### src/rtl/traffic_pkg.sv
// Shared phase encoding, light layout and grant helper for the traffic phase scheduler.
package traffic_pkg;

  typedef enum logic [1:0] {
    PhAllRed = 2'd0,
    PhGreen  = 2'd1,
    PhYellow = 2'd2
  } phase_e;

  localparam int unsigned LightRedBit  = 0;
  localparam int unsigned LightYelBit  = 1;
  localparam int unsigned LightGrnBit  = 2;
  localparam int unsigned LightWalkBit = 3;

  localparam logic [3:0] LightRed = 4'b0001 << LightRedBit;
  localparam logic [3:0] LightYel = 4'b0001 << LightYelBit;
  localparam logic [3:0] LightGrn = (4'b0001 << LightGrnBit) | (4'b0001 << LightWalkBit);

  function automatic logic [3:0] light_for(phase_e ph, logic sel);
    logic [3:0] l;
    l = LightRed;
    if (sel) begin
      case (ph)
        PhGreen:  l = LightGrn;
        PhYellow: l = LightYel;
        default:  l = LightRed;
      endcase
    end
    return l;
  endfunction

  // Round-robin search starting after 'last'; returns {found, dir}.
  function automatic logic [2:0] rr_pick(logic [3:0] req, logic [1:0] last);
    logic [2:0] res;
    logic [1:0] d;
    res = 3'b000;
    for (int unsigned k = 4; k >= 1; k--) begin
      d = last + 2'(k);
      if (req[d]) res = {1'b1, d};
    end
    return res;
  endfunction

endpackage

### src/rtl/tick_prescaler.sv
// Divides clk down to a single-cycle tick every TICK_DIV cycles.
module tick_prescaler #(
  parameter int unsigned TICK_DIV = 125000000
) (
  input  logic clk,
  input  logic rst,
  output logic tick
);

  localparam int unsigned CntW = $clog2(TICK_DIV);
  localparam logic [CntW-1:0] CntLast = CntW'(TICK_DIV - 1);

  logic [CntW-1:0] cnt_q, cnt_d;

  assign tick = (cnt_q == CntLast);

  always_comb begin
    cnt_d = tick ? '0 : cnt_q + 1'b1;
  end

  always_ff @(posedge clk or posedge rst) begin
    if (rst) cnt_q <= '0;
    else     cnt_q <= cnt_d;
  end

endmodule

### src/rtl/traffic_phase_scheduler.sv
// Four-approach signal controller: round-robin green grants with emergency preemption.
module traffic_phase_scheduler
  import traffic_pkg::*;
#(
  parameter int unsigned TICK_DIV  = 125000000,
  parameter int unsigned GREEN_MIN = 5,
  parameter int unsigned GREEN_MAX = 7,
  parameter int unsigned YELLOW_T  = 2,
  parameter int unsigned ALLRED_T  = 1
) (
  input  logic       clk,
  input  logic       rst,
  input  logic [3:0] req,
  input  logic       emg_valid,
  input  logic [1:0] emg_dir,
  output logic       emg_ack,
  output logic [3:0] light_1,
  output logic [3:0] light_2,
  output logic [3:0] light_3,
  output logic [3:0] light_4,
  output logic [1:0] phase,
  output logic [1:0] cur_dir
);

  localparam int unsigned MaxGy  = (GREEN_MAX > YELLOW_T) ? GREEN_MAX : YELLOW_T;
  localparam int unsigned MaxLen = (MaxGy > ALLRED_T) ? MaxGy : ALLRED_T;
  localparam int unsigned CntW   = $clog2(MaxLen + 1);

  localparam logic [CntW-1:0] CntMax     = {CntW{1'b1}};
  localparam logic [CntW-1:0] GreenMinLs = CntW'(GREEN_MIN - 1);
  localparam logic [CntW-1:0] GreenMaxLs = CntW'(GREEN_MAX - 1);
  localparam logic [CntW-1:0] YellowLs   = CntW'(YELLOW_T - 1);
  localparam logic [CntW-1:0] AllRedLs   = CntW'(ALLRED_T - 1);

  logic tick;

  tick_prescaler #(
    .TICK_DIV(TICK_DIV)
  ) u_tick (
    .clk (clk),
    .rst (rst),
    .tick(tick)
  );

  phase_e          phase_q, phase_d;
  logic [1:0]      dir_q, dir_d;
  logic [CntW-1:0] cnt_q, cnt_d;
  logic [3:0][3:0] lights_q, lights_d;

  logic [CntW-1:0] cnt_inc;
  logic            others;
  logic [2:0]      pick;

  always_comb begin
    phase_d = phase_q;
    dir_d   = dir_q;
    cnt_d   = cnt_q;
    // Saturate so a held emergency green cannot wrap back below the limits.
    cnt_inc = (cnt_q == CntMax) ? cnt_q : cnt_q + 1'b1;
    others  = |(req & ~(4'b0001 << dir_q));
    pick    = rr_pick(req, dir_q);

    if (tick) begin
      cnt_d = cnt_inc;
      unique case (phase_q)
        PhAllRed: begin
          if (cnt_q >= AllRedLs) begin
            if (emg_valid) begin
              phase_d = PhGreen;
              dir_d   = emg_dir;
              cnt_d   = '0;
            end else if (pick[2]) begin
              phase_d = PhGreen;
              dir_d   = pick[1:0];
              cnt_d   = '0;
            end
          end
        end
        PhGreen: begin
          if (emg_valid) begin
            if (emg_dir != dir_q) begin
              phase_d = PhYellow;
              cnt_d   = '0;
            end
          end else if ((cnt_q >= GreenMinLs && (others || !req[dir_q])) ||
                       cnt_q >= GreenMaxLs) begin
            phase_d = PhYellow;
            cnt_d   = '0;
          end
        end
        PhYellow: begin
          if (cnt_q >= YellowLs) begin
            phase_d = PhAllRed;
            cnt_d   = '0;
          end
        end
        default: begin
          phase_d = PhAllRed;
          cnt_d   = '0;
        end
      endcase
    end

    for (int n = 0; n < 4; n++) begin
      lights_d[n] = light_for(phase_d, dir_d == 2'(n));
    end
  end

  always_ff @(posedge clk or posedge rst) begin
    if (rst) begin
      phase_q  <= PhAllRed;
      dir_q    <= 2'd3;
      cnt_q    <= '0;
      lights_q <= {4{LightRed}};
    end else begin
      phase_q  <= phase_d;
      dir_q    <= dir_d;
      cnt_q    <= cnt_d;
      lights_q <= lights_d;
    end
  end

  assign light_1 = lights_q[0];
  assign light_2 = lights_q[1];
  assign light_3 = lights_q[2];
  assign light_4 = lights_q[3];
  assign phase   = phase_q;
  assign cur_dir = dir_q;
  assign emg_ack = emg_valid && (phase_q == PhGreen) && (emg_dir == dir_q);

endmodule

### config.mk
export PLATFORM = sky130hd
export DESIGN_NAME = traffic_phase_scheduler
export DESIGN_NICKNAME = d
export VERILOG_FILES = /design/src/rtl/traffic_pkg.sv /design/src/rtl/tick_prescaler.sv /design/src/rtl/traffic_phase_scheduler.sv
export SDC_FILE = /design/constraint.sdc
export NUM_CORES = 1
export LEC_CHECK = 0
export ABC_AREA = 1
export CAP_MARGIN = 20
export CORE_MARGIN = 3
export CORE_UTILIZATION = 40
export DETAILED_ROUTE_END_ITERATION = 16
export DONT_BUFFER_PORTS = 1
export HOLD_SLACK_MARGIN = 0.06
export PLACE_DENSITY = 0.64
export SLEW_MARGIN = 5
export SYNTH_ARGS = -nofsm -noshare
export SYNTH_HDL_FRONTEND = slang
export SYNTH_HIERARCHICAL = 1
export SYNTH_SLANG_ARGS = --single-unit
### constraint.sdc
create_clock -name clk -period 5.8 [get_ports clk]
set_input_delay 1.74 -clock clk [delete_from_list [all_inputs] [get_ports clk]]
set_output_delay 1.74 -clock clk [all_outputs]
set_load 0.1 [all_outputs]
# --- Word-level counts from Yosys, hierarchy flattened ---
# Index checks and enable logic that the tools add are counted.
op_classes:
  n_mux: 41
  n_div: 0
  shift: 1
  eq_ne: 11
  n_reduce_logical: 9
  add_sub_neg: 5
  multipliers: 0
  n_bitwise: 2
  magnitude_cmp: 8
ops:
  columns: ["cell", "count"]
  rows:
  - ["$mux 3", 12]
  - ["$add 27x1->27 const B", 1]
  - ["$eq 27x27->1 const B", 1]
  - ["$mux 27", 1]
  - ["$mux 2", 13]
  - ["$mux 4", 4]
  - ["$lt 2x3->1 const B", 4]
  - ["$pmux 3 s3", 1]
  - ["$bmux 1 s2", 4]
  - ["$eq 2x2->1 const B", 4]
  - ["$pmux 4 s2", 1]
  - ["$eq 2x1->1 const B", 3]
  - ["$ge 3x1->1 const B", 2]
  - ["$ge 3x3->1 const B", 2]
  - ["$pmux 2 s3", 1]
  - ["$add 2x2->2 const B", 2]
  - ["$and 4x4->4", 1]
  - ["$logic_not 2->1", 2]
  - ["$mux 1", 4]
  - ["$not 4->4", 1]
  - ["$reduce_or 4->1", 1]
  - ["$shl 1x2->4 const A", 1]
  - ["$add 3x1->3 const B", 1]
  - ["$eq 3x3->1 const B", 1]
  - ["6 further kinds", 9]
word_totals:
  latch_bits: 0
  reg_bits: 50
  ramBits: 0
  output_inout_bits: 21
  n_memories: 0
  input_bits: 9
  romBits: 0
  elab_cells: 85

# --- Longest topological paths before layout ---
# Gate-level depths: netlist (run 1).
logic_depth:
  word_depth: 14
  ltp_mapped: 14
  depth_no_buf: 14

# --- Cells and area by module ---
# Netlist (run 1), hierarchy kept.
by_module_without_submodules:
  columns: ["module", "seq_area_each_um2", "cells_each", "n_inst", "area_per_inst_um2"]
  rows:
  - ["tick_prescaler", 675.6, 243, 1, 1646.6]
  - ["traffic_phase_scheduler", 483.0, 186, 1, 1396.3]

# --- Worst setup path after synthesis (run 1) ---
# Ideal clock, no wire load.
synth_timing:
  kind: "input port to output port"
  from: "in emg_dir[0]"
  to: "out emg_ack"
  path_buffers: 0
  slack_ns: -0.723
  required_ns: 4.060
  t_arrival_ns: 4.783
  stages: 4
  cell_sequence: "inv_1 > nand2_1 > nand4_1 > nor4_1"
synth_between:
  elab_chain_len: 2
synth_lines:
  columns: ["item", "line_no", "rtl"]
  rows:
  - ["start, declared", "traffic_phase_scheduler.sv:15", "input logic [1:0] emg_dir,"]
  - ["$eq 2x2->1", "traffic_phase_scheduler.sv:129", "assign emg_ack = emg_valid && (phase_q == PhGreen) && (emg_dir == dir_q);"]
  - ["$logic_and 1x1->1", "traffic_phase_scheduler.sv:129", null]
  - ["end, declared", "traffic_phase_scheduler.sv:16", "output logic emg_ack,"]
# Every way passes these cells.

# --- Worst setup path in the final report (run 1) ---
# Same ends and word-level chain as after synthesis.

==> impl_metrics.sql, run 1 <==
INSERT INTO impl_metrics (metric_group, metric, value, unit) VALUES
('finish', 'commonest_cells_after_routing_fill_and_taps_aside', '124 x sky130_fd_sc_hd__nand2_1, 80 x sky130_fd_sc_hd__nor2_1, 48 x sky130_fd_sc_hd__inv_1', ''),
('timing', 'fin_skew', '8.691', 'ps'),
('critical_path', 'crit_path_launch_type', 'input pin', ''),
('cts', 'post_cts_resize_count', '0', ''),
('synth', 'synth.cell_area', '0.003043', 'mm²'),
('timing', 'max_slew_margin_vs_limit', '37.04', '%'),
('timing', 'finalHoldViolCount', '0', ''),
('route', 'drtIter0Drc', '141', ''),
('synth', 'edff_count_synth', '0', ''),
('global_route', 'antenna_found_initial', '0', ''),
('cts', 'cts_tree', 'yes', ''),
('route', 'via_count', '2554', ''),
('placement', 'placement.cell_area', '0.003163', 'mm²'),
('synth', 'synth-main-ff-cell', 'sky130_fd_sc_hd__dfrtp_1', ''),
('synth', 'part_of_the_yosys_area_used_for_sequential_elements', '38.08', '%'),
('cts', 'clk-insertion-delay-late', '310', 'ps'),
('critical_path', 'crit_type', 'input pin to output port', ''),
('cts', 'ctsLongestPathBuffers', '2', ''),
('finish', 'final_layout_size_suffix_gt1_share', '15.63', '%'),
('finish', 'final_cell_area', '0.003271', 'mm²'),
('placement', 'place_hpwl', '4805', 'µm'),
('global_route', 'via_count_of_the_first_global_routing_pass', '2387', ''),
('finish', 'nets', '451', ''),
('route', 'wl_per_cell', '11.59', 'µm'),
('synth', 'ys_async_sr_fraction', '100.0', '%'),
('floorplan', 'core', '0.007331', 'mm²'),
('critical_path', 'setup.worst_path.end_class', 'output port', ''),
('timing', 'hold-worst-slack', '487.6', 'ps'),
('timing', 'setup_slack', '1548', 'ps'),
('synth', 'synthesis.nets', '446', ''),
('cts', 'clock-root-buffer', 'sky130_fd_sc_hd__clkbuf_8', ''),
('flow_run', 'cap_violations', '0', ''),
('route', 'final_antenna_net_count', '0', ''),
('floorplan', 'number_of_rows_in_the_core_area', '31', ''),
('pwr', 'pwr_density_cell', '177.7', 'mW/mm²'),
('synth', 'synthesis.instances', '429', ''),
('critical_path', 'worst-endpoint-arrival', '2510', 'ps'),
('outcome', 'outcome', 'completed', ''),
('global_route', 'gr-total-overflow', '0', ''),
('global_route', 'track_usage', '14.91', '%'),
('finish', 'layoutNonFillerInstCount', '534', ''),
('pwr', 'peakVddDrop', '135.1', 'µV'),
('finish', 'synthToLayoutAreaGrowth', '7.484', '%'),
('timing', 'layout_min_cycle_time', '4252', 'ps'),
('placement', 'dp_worst_setup_slack', '1538', 'ps'),
('timing', 'drv_slew', '0', ''),
('floorplan', 'floorplan.io_pins', '30', ''),
('timing', 'max_clock_freq', '235.2', 'MHz'),
('route', 'detail_route.wirelength', '6191', 'µm'),
('timing', 'fin_setup_tns', '0', 'ps'),
('floorplan', 'die_y', '93.22', 'µm'),
('placement', 'place_congestion', '0.8796', ''),
('global_route', 'grt_first_pass_wirelength', '10570', 'µm'),
('timing', 'grt_setup_unrepaired', 'no', ''),
('cts', 'cts_num_sinks', '46', ''),
('cts', 'h-tree-depth', '2', ''),
('placement', 'dpl.cell_count', '525', ''),
('finish', 'layout_commonest_cell', 'sky130_fd_sc_hd__nand2_1', ''),
('timing', 'worst-slew-pin-transition', '947.1', 'ps'),
('pwr', 'leakage_power', '1.595', 'nW'),
('synth', 'yosysWarnings', '6', ''),
('route', 'via_density', '4.783', ''),
('cts', 'post_cts_setup_repair_bufs', '0', ''),
('timing', 'post-route-period-util', '73.31', '%'),
('synth', 'syn_area_per_cell', '7.093', 'µm²'),
('worst_hold_path', 'min_path_type', 'flop to flop', ''),
('critical_path', 'cp.required', '4060', 'ps'),
('route', 'first_pass_iters', '4', ''),
('cts', 'tritoncts.num_buffers', '5', ''),
('synth', 'synth_cell_types', '31', ''),
('floorplan', 'die-area', '0.008690', 'mm²'),
('cts', 'holdBufCountCts', '0', ''),
('global_route', 'grt_max_degree', '28', ''),
('finish', 'inserted_diodes', '0', ''),
('critical_path', 'critical_path_peak_fanout', '2', ''),
('placement', 'port_buffers', '0', ''),
('synth', 'synth_seq_cells', '46', ''),
('floorplan', 'initial_core_util', '41.51', '%'),
('route', 'route.detailed.drc', '0', ''),
('timing', 'finalSetupViolations', '0', ''),
('floorplan', 'die_width', '93.22', 'µm'),
('cts', 'clkSlewWorstSetupHoldPaths', '90', 'ps');
Yosys cell counts, types with 2 or more instances:
master | instances | area [µm²]
sky130_fd_sc_hd__a21oi_1 | 12 | 60.06
sky130_fd_sc_hd__a21oi_4 | 3 | 48.80
sky130_fd_sc_hd__buf_4 | 4 | 30.03
sky130_fd_sc_hd__dfrtp_1 | 40 | 1001
sky130_fd_sc_hd__dfstp_2 | 6 | 157.7
sky130_fd_sc_hd__ha_1 | 8 | 100.1
sky130_fd_sc_hd__inv_1 | 48 | 180.2
sky130_fd_sc_hd__inv_2 | 3 | 11.26
sky130_fd_sc_hd__nand2_1 | 124 | 465.5
sky130_fd_sc_hd__nand2_2 | 16 | 100.1
sky130_fd_sc_hd__nand2_4 | 4 | 45.04
sky130_fd_sc_hd__nand3_1 | 26 | 130.1
sky130_fd_sc_hd__nand3_2 | 3 | 30.03
sky130_fd_sc_hd__nand4_1 | 5 | 31.28
sky130_fd_sc_hd__nor2_1 | 80 | 300.3
sky130_fd_sc_hd__nor2_2 | 9 | 56.30
sky130_fd_sc_hd__nor2_4 | 3 | 33.78
sky130_fd_sc_hd__nor3_1 | 6 | 30.03
sky130_fd_sc_hd__nor4_1 | 2 | 12.51
sky130_fd_sc_hd__o21ai_0 | 4 | 20.02
sky130_fd_sc_hd__o22ai_1 | 2 | 12.51
sky130_fd_sc_hd__xor2_1 | 12 | 105.1
worst max-delay path, cell delays in order:
cell	delay, ps
sky130_fd_sc_hd__inv_1	50
sky130_fd_sc_hd__nand2_1	60
sky130_fd_sc_hd__nand4_1	180
sky130_fd_sc_hd__nor4_4	160
sky130_fd_sc_hd__buf_4	320
cells by family (layout without fill, tap and decap cells):
| group | Yosys count | after routing | share of synthesized area, % |
|---|---|---|---|
| AND/OR/NAND/NOR | 280 | 280 | 41.16 |
| XOR/XNOR | 13 | 13 | 3.742 |
| AO/OA/AOI/OAI | 25 | 25 | 5.921 |
| buffers and inverters | 57 | 63 | 7.812 |
| flip-flops | 46 | 46 | 38.08 |
| adder cells (fa/ha/maj) | 8 | 8 | 3.290 |
sequential cells by signal, summed over array words and instances, names as in the netlist:
name	flops
u_tick/cnt_q	27
cur_dir	2
cnt_q	3
light_4	3
phase	2
light_2	3
light_3	3
light_1	3
power breakdown:
group | internal (W) | switching (W) | total [W]
registers | 0.000324 | 0.0000187 | 0.000343
logic | 0.0000104 | 0.0000239 | 0.0000343
clock network | 0.0000863 | 0.000118 | 0.000204
total | 0.000421 | 0.000160 | 0.000581
final cells by class:
class | count | area, µm²
Clock buffer | 5 | 68.82
Clock inverter | 3 | 23.77
Fill cell | 749 | 4060
Inverter | 51 | 191.4
Multi-Input combinational cell | 326 | 1662
Sequential cell | 46 | 1164
Tap cell | 99 | 123.9
Timing Repair Buffer | 4 | 37.54
metal layers:
metal  up-vias  part of all wire (%)  global-route usage, %
met5         -                     0                      0
met1      1162                    45                  18.90
li1       1334                     -                      -
met3         9                   5.2                  4.103
met4         0                   1.0                  3.541
met2        49                    48                  25.19
final timing paths:
check / slack, ps / to / depth (start not counted) / from
setup / recovery: 1550 / emg_ack / 5 / emg_dir[0]
hold / removal: 490 / u_tick/cnt_q[0] / 1 / u_tick/cnt_q[0]
setup reg to reg: 3100 / light_2[2] / 12 / cur_dir[0]
hold reg to reg: 490 / u_tick/cnt_q[0] / 1 / u_tick/cnt_q[0]
max in group asynchronous: 3910 / light_2[2] / 1 / rst
min in group asynchronous: 1370 / u_tick/cnt_q[5] / 1 / rst
metrics by stage:
stage	total power [W]	utilization, %
6_report	0.0005811	44.62
4_1_cts	0.0005880	44.41
5_1_grt	0.0006093	44.62
3_5_place_dp	0.0003828	43.15
2_1_floorplan	0.0003758	-
3_3_place_gp	0.0003827	43.15
No activity file was read; power rests on OpenSTA's default activity.
==> run 2, diff against run 1 <==
--- a/config.mk
+++ b/config.mk
@@ -12,7 +12,7 @@
 export DETAILED_ROUTE_END_ITERATION = 16
 export DONT_BUFFER_PORTS = 1
 export HOLD_SLACK_MARGIN = 0.06
-export PLACE_DENSITY = 0.64
+export PLACE_DENSITY = 0.66
 export SLEW_MARGIN = 5
 export SYNTH_ARGS = -nofsm -noshare
 export SYNTH_HDL_FRONTEND = slang
==> constraint.sdc (replaced) <==
create_clock -name clk -period 3.7 [get_ports clk]
set_input_delay 1.11 -clock clk [delete_from_list [all_inputs] [get_ports clk]]
set_output_delay 1.11 -clock clk [all_outputs]
set_load 0.1 [all_outputs]
==> run 2 against run 1 <==
Effect of this change:
- via count increased by 0.98%
- design area increased by 0.57%
- worst hold slack got worse by 8.7 ps
- worst setup slack got worse by 820 ps
- clock power increased by 60%
- critical endpoint unchanged
- die area unchanged
- highest routed layer unchanged
- sequential power increased by 55%
- critical path type unchanged
- largest cell class unchanged
- count of clock-buffer cells in the layout unchanged
- flip-flop and latch count unchanged
==> impl_metrics.sql, run 2 (same netlist as run 1, synthesis figures left out) <==
INSERT INTO impl_metrics (metric_group, metric, value, unit) VALUES
('route', 'route.detailed.drc', '0', ''),
('cts', 'clk-insertion-delay-late', '300', 'ps'),
('critical_path', 'setup.worst_path.end_class', 'output port', ''),
('timing', 'drv_slew', '0', ''),
('timing', 'fin_setup_tns', '0', 'ps'),
('critical_path', 'cp.depth', '5', ''),
('timing', 'setup_slack', '725.8', 'ps'),
('finish', 'largest_register_ff_count', '27', ''),
('finish', 'layout_commonest_cell', 'sky130_fd_sc_hd__nand2_1', ''),
('route', 'detail_route.wirelength', '6484', 'µm'),
('finish', 'inserted_diodes', '0', ''),
('pwr', 'post-layout-total-power', '0.0009201', 'W'),
('critical_path', 'worst-endpoint-arrival', '1860', 'ps'),
('cts', 'post_cts_setup_repair_bufs', '0', ''),
('floorplan', 'floorplan.io_pins', '30', ''),
('timing', 'layout_min_cycle_time', '2974', 'ps'),
('cts', 'tritoncts.num_buffers', '5', ''),
('cts', 'h-tree-depth', '2', ''),
('outcome', 'outcome', 'completed', ''),
('pwr', 'pwr_density_cell', '279.7', 'mW/mm²'),
('worst_hold_path', 'whs_endpoint', 'u_tick/cnt_q[0]', ''),
('timing', 'max_slew_margin_vs_limit', '36.16', '%'),
('timing', 'grt_setup_unrepaired', 'no', ''),
('finish', 'final_layout_size_suffix_gt1_share', '16.02', '%'),
('critical_path', 'cp.required', '2590', 'ps'),
('timing', 'worst-slew-pin-transition', '960.3', 'ps'),
('finish', 'number_of_fillers_in_the_final_layout', '747', ''),
('floorplan', 'die_y', '93.22', 'µm'),
('global_route', 'gr-total-overflow', '0', ''),
('route', 'via_count', '2579', ''),
('finish', 'seqCellArea', '0.001164', 'mm²'),
('floorplan', 'core', '0.007331', 'mm²'),
('pwr', 'peakVddDrop', '222.3', 'µV'),
('cts', 'holdBufCountCts', '0', ''),
('critical_path', 'cp_delay_by_family_top', 'simple AND/OR/NAND/NOR gates', ''),
('finish', 'multi_input_comb_area', '0.001662', 'mm²'),
('critical_path', 'worst_path_max_delay_cell', 'sky130_fd_sc_hd__buf_4', ''),
('critical_path', 'regToRegEndpoint', 'light_1[2]', ''),
('cts', 'clkSlewWorstSetupHoldPaths', '90', 'ps'),
('global_route', 'grt_first_pass_wirelength', '11540', 'µm'),
('critical_path', 'reg2reg_path_depth', '13', ''),
('placement', 'place_congestion', '0.8767', ''),
('floorplan', 'number_of_rows_in_the_core_area', '31', ''),
('global_route', 'antenna_found_initial', '0', ''),
('finish', 'fin_util', '44.87', '%'),
('finish', 'layoutNonFillerInstCount', '536', ''),
('timing', 'finalHoldViolCount', '0', ''),
('route', 'first_pass_iters', '4', ''),
('timing', 'max_clock_freq', '336.2', 'MHz'),
('critical_path', 'rr_startpoint', 'u_tick/cnt_q[0]', ''),
('pwr', 'leakage_power', '1.610', 'nW'),
('timing', 'post-route-period-util', '80.38', '%'),
('placement', 'port_buffers', '0', ''),
('timing', 'fin_skew', '13.88', 'ps'),
('cts', 'post_cts_resize_count', '0', ''),
('finish', 'synthToLayoutAreaGrowth', '8.100', '%'),
('floorplan', 'die_width', '93.22', 'µm'),
('cts', 'clock-root-buffer', 'sky130_fd_sc_hd__clkbuf_8', ''),
('cts', 'cts_num_sinks', '46', ''),
('cts', 'cts_tree', 'yes', ''),
('cts', 'ctsLongestPathBuffers', '2', ''),
('critical_path', 'crit_path_launch_type', 'input pin', ''),
('finish', 'max_flop_register', 'u_tick/cnt_q', ''),
('placement', 'place_hpwl', '5098', 'µm'),
('critical_path', 'largest_stage_delay_on_the_critical_path', '320', 'ps'),
('flow_run', 'cap_violations', '0', ''),
('critical_path', 'r2r_slack', '1210', 'ps'),
('placement', 'dp_worst_setup_slack', '722.7', 'ps'),
('critical_path', 'critical_path_peak_fanout', '2', ''),
('route', 'final_antenna_net_count', '0', ''),
('global_route', 'track_usage', '16.32', '%'),
('worst_hold_path', 'min_path_type', 'flop to flop', ''),
('critical_path', 'timing.critical_path.buf_inv', '2', ''),
('placement', 'dpl.cell_count', '527', ''),
('finish', 'nets', '453', ''),
('floorplan', 'initial_core_util', '41.51', '%'),
('route', 'via_density', '4.812', ''),
('floorplan', 'die-area', '0.008690', 'mm²'),
('route', 'wl_per_cell', '12.10', 'µm'),
('worst_hold_path', 'worstHoldPathCells', '1', ''),
('critical_path', 'crit_type', 'input pin to output port', ''),
('critical_path', 'path_cells', 'inv_1, nand2_1, nand4_1, nor4_4, buf_4', ''),
('worst_hold_path', 'startpoint_of_the_most_critical_hold_path', 'u_tick/cnt_q[0]', ''),
('finish', 'commonest_cells_after_routing_fill_and_taps_aside', '124 x sky130_fd_sc_hd__nand2_1, 80 x sky130_fd_sc_hd__nor2_1, 48 x sky130_fd_sc_hd__inv_1', ''),
('global_route', 'grt_max_degree', '28', ''),
('route', 'drtIter0Drc', '104', ''),
('global_route', 'via_count_of_the_first_global_routing_pass', '2483', ''),
('timing', 'finalSetupViolations', '0', '');
==> run 2: per-stage QoR <==
step                hold slack, ps  cell area, µm²
global placement             446.6            3178
global route                 506.9            3289
finish                       478.9            3289
CTS                          478.7            3274
detailed placement           465.8            3178
floorplan                    431.8            3058
==> run 2: report_power, final <==
group          switching, W  internal [W]
clock network      0.000187      0.000140
logic             0.0000453     0.0000172
registers         0.0000230      0.000508
==> run 2: how the worst max path moves through the flow <==
stage,startpoint,to
2_1_floorplan,phase[0],emg_ack
4_1_cts,emg_dir[0],emg_ack
6_report,emg_dir[0],emg_ack
3_3_place_gp,emg_dir[0],emg_ack
5_1_grt,emg_dir[0],emg_ack
3_5_place_dp,emg_dir[0],emg_ack
==> run 2: final cells by class <==
cell class                      instances  area share [%]
Clock buffer                            5           2.092
Clock inverter                          3          0.8368
Inverter                               51           5.820
Multi-Input combinational cell        326           50.51
Sequential cell                        46           35.37
Tap cell                               99           3.766
Timing Repair Buffer                    6           1.598
==> run 2: routing by layer <==
metal / routed length, µm / track usage, % / vias up / part of all wire, %
met5: 0 / 0 / - / 0
met4: 106 / 4.640 / 0 / 1.6
met3: 309 / 3.459 / 11 / 4.8
met2: 3031 / 26.50 / 49 / 47
li1: - / - / 1337 / -
met1: 3037 / 21.93 / 1182 / 47
==> run 3, diff against run 2 <==
--- a/config.mk
+++ b/config.mk
@@ -12,7 +12,7 @@
 export DETAILED_ROUTE_END_ITERATION = 16
 export DONT_BUFFER_PORTS = 1
 export HOLD_SLACK_MARGIN = 0.06
-export PLACE_DENSITY = 0.66
+export PLACE_DENSITY = 0.64
 export SLEW_MARGIN = 5
 export SYNTH_ARGS = -nofsm -noshare
 export SYNTH_HDL_FRONTEND = slang
==> constraint.sdc (replaced) <==
create_clock -name clk -period 2.8 [get_ports clk]
set_input_delay 0.84 -clock clk [delete_from_list [all_inputs] [get_ports clk]]
set_output_delay 0.84 -clock clk [all_outputs]
set_load 0.1 [all_outputs]
==> run 3 against run 2 <==
Effect of this change:
- flip-flop and latch count unchanged
- core utilization is 1.0 points higher
- sequential share of layout area down 0.54 points
- non-clock buffer count grew 8
- worst setup slack lost 540 ps
- total power is 32% higher
- first-iteration DRC count is 15% higher
- die area stayed put
- cell count increased by 1.5%
- clock power up 30%
- design area is 2.3% higher
- critical endpoint unchanged
==> impl_metrics.sql, run 3 (same netlist as run 1, synthesis figures left out) <==
INSERT INTO impl_metrics (metric_group, metric, value, unit) VALUES
('route', 'first_pass_iters', '4', ''),
('cts', 'clkSlewWorstSetupHoldPaths', '90', 'ps'),
('floorplan', 'die_y', '93.22', 'µm'),
('placement', 'place_hpwl', '4831', 'µm'),
('flow_run', 'cap_violations', '0', ''),
('floorplan', 'die_width', '93.22', 'µm'),
('global_route', 'via_count_of_the_first_global_routing_pass', '2430', ''),
('critical_path', 'cp.required', '1960', 'ps'),
('route', 'via_count', '2594', ''),
('placement', 'dpl.cell_count', '536', ''),
('route', 'drtIter0Drc', '120', ''),
('cts', 'clock-root-buffer', 'sky130_fd_sc_hd__clkbuf_8', ''),
('cts', 'post_cts_setup_repair_bufs', '0', ''),
('global_route', 'grt_max_degree', '28', ''),
('timing', 'grt_setup_unrepaired', 'no', ''),
('timing', 'max_clock_freq', '382.7', 'MHz'),
('finish', 'max_flop_register', 'u_tick/cnt_q', ''),
('timing', 'finalSetupViolations', '0', ''),
('route', 'met1_length', '2873', 'µm'),
('floorplan', 'floorplan.io_pins', '30', ''),
('critical_path', 'crit_path_launch_type', 'flop', ''),
('critical_path', 'reg2reg_path_depth', '13', ''),
('route', 'highest_layer', 'met4', ''),
('timing', 'worst-slew-pin-transition', '862.4', 'ps'),
('route', 'route.detailed.drc', '0', ''),
('timing', 'setup_slack', '187.2', 'ps'),
('global_route', 'grt_first_pass_wirelength', '10800', 'µm'),
('cts', 'clk-insertion-delay-late', '310', 'ps'),
('route', 'wl_per_cell', '11.41', 'µm'),
('critical_path', 'setup.worst_path.end_class', 'output port', ''),
('cts', 'holdBufCountCts', '0', ''),
('cts', 'cts_num_sinks', '46', ''),
('floorplan', 'die-area', '0.008690', 'mm²'),
('global_route', 'gr-total-overflow', '0', ''),
('route', 'detail_route.wirelength', '6208', 'µm'),
('cts', 'h-tree-depth', '2', ''),
('critical_path', 'worst-endpoint-arrival', '1770', 'ps'),
('pwr', 'pwr_density_cell', '359.6', 'mW/mm²'),
('global_route', 'antenna_found_initial', '0', ''),
('outcome', 'outcome', 'completed', ''),
('finish', 'inserted_diodes', '0', ''),
('pwr', 'peakVddDrop', '262.7', 'µV'),
('route', 'via_density', '4.768', ''),
('cts', 'ctsLongestPathBuffers', '2', ''),
('floorplan', 'number_of_rows_in_the_core_area', '31', ''),
('route', 'detailroute.wirelength.met2', '2968', 'µm'),
('finish', 'nets', '461', ''),
('floorplan', 'core', '0.007331', 'mm²'),
('timing', 'post-route-period-util', '93.32', '%'),
('finish', 'layoutNonFillerInstCount', '544', ''),
('critical_path', 'critical_path_peak_fanout', '14', ''),
('finish', 'commonest_cells_after_routing_fill_and_taps_aside', '124 x sky130_fd_sc_hd__nand2_1, 80 x sky130_fd_sc_hd__nor2_1, 47 x sky130_fd_sc_hd__inv_1', ''),
('timing', 'layout_min_cycle_time', '2613', 'ps'),
('timing', 'drv_slew', '0', ''),
('cts', 'cts_tree', 'yes', ''),
('placement', 'dp_worst_setup_slack', '249.3', 'ps'),
('critical_path', 'crit_type', 'flop to output port', ''),
('worst_hold_path', 'min_path_type', 'input pin to async pin', ''),
('timing', 'max_slew_margin_vs_limit', '42.54', '%'),
('floorplan', 'initial_core_util', '41.51', '%'),
('route', 'final_antenna_net_count', '0', ''),
('finish', 'synthToLayoutAreaGrowth', '10.61', '%'),
('route', 'met3WireLength', '310', 'µm'),
('cts', 'tritoncts.num_buffers', '5', ''),
('finish', 'largest_register_ff_count', '27', ''),
('placement', 'place_congestion', '0.8976', ''),
('finish', 'layout_commonest_cell', 'sky130_fd_sc_hd__nand2_1', ''),
('timing', 'fin_skew', '6.184', 'ps'),
('pwr', 'post-layout-total-power', '0.001210', 'W'),
('pwr', 'leakage_power', '1.649', 'nW'),
('timing', 'finalHoldViolCount', '0', ''),
('global_route', 'track_usage', '15.30', '%'),
('placement', 'port_buffers', '0', ''),
('finish', 'final_layout_size_suffix_gt1_share', '17.98', '%');
-- run 3: cell count changes in the layout (fill, tap and decap cells not counted), sizes merged --
cell / change
buf: +8
clkinv: +1
inv: -1
-- run 3: critical path, stage by stage (launching register included) --
cell                      delay, ps
sky130_fd_sc_hd__dfstp_4        730
sky130_fd_sc_hd__inv_4           80
sky130_fd_sc_hd__nand2_1         60
sky130_fd_sc_hd__nand4_1        150
sky130_fd_sc_hd__nor4_4         230
sky130_fd_sc_hd__buf_12         210
-- run 3: path summary, 6_finish.rpt --
check / slack, ps / start / to
worst min register to register: 470 / u_tick/cnt_q[0] / u_tick/cnt_q[0]
worst max register to register: 490 / u_tick/cnt_q[0] / light_1[2]
worst max-delay path: 190 / cur_dir[0] / emg_ack
max in group asynchronous: 1810 / rst / light_1[2]
worst min-delay path: 470 / rst / u_tick/cnt_q[26]
min in group clk: 470 / u_tick/cnt_q[0] / u_tick/cnt_q[0]
-- run 3: where the power goes --
part           switching [W]  total [W]  internal (W)
logic              0.0000643  0.0000876     0.0000233
registers          0.0000251   0.000697      0.000672
clock network       0.000246   0.000426      0.000180
-- run 3: repair_timing --
item	4_1_cts	5_1_grt
endpoints found under the hold margin	0	0
endpoints found under the setup margin	0	1
gates resized for setup	0	0
-- run 3: stage by stage --
step	instance area (µm²)	utilization, %	TNS (ps)	hold WS (ps)
2_1_floorplan	3072	-	-276.6	431.8
3_3_place_gp	3272	44.63	0	448.6
3_5_place_dp	3272	44.63	0	452.2
4_1_cts	3366	45.91	0	465.8
5_1_grt	3366	45.91	0	496.6
6_report	3366	45.91	0	467.4
-- run 3: area by class of cell --
class | instances | area, µm²
flip-flops and latches | 46 | 1172
well taps | 99 | 123.9
fillers | 733 | 3965
clock buffers | 5 | 68.82
repair buffers | 14 | 117.6
multi-input cells | 326 | 1662
inverters | 51 | 196.4
clock inverters | 3 | 25.02
-- run 3: per-layer routing --
layer	vias to the layer above	track usage, %
met3	6	3.459
met4	0	4.762
li1	1356	-
met1	1170	19.81
met5	-	0
met2	62	25.37
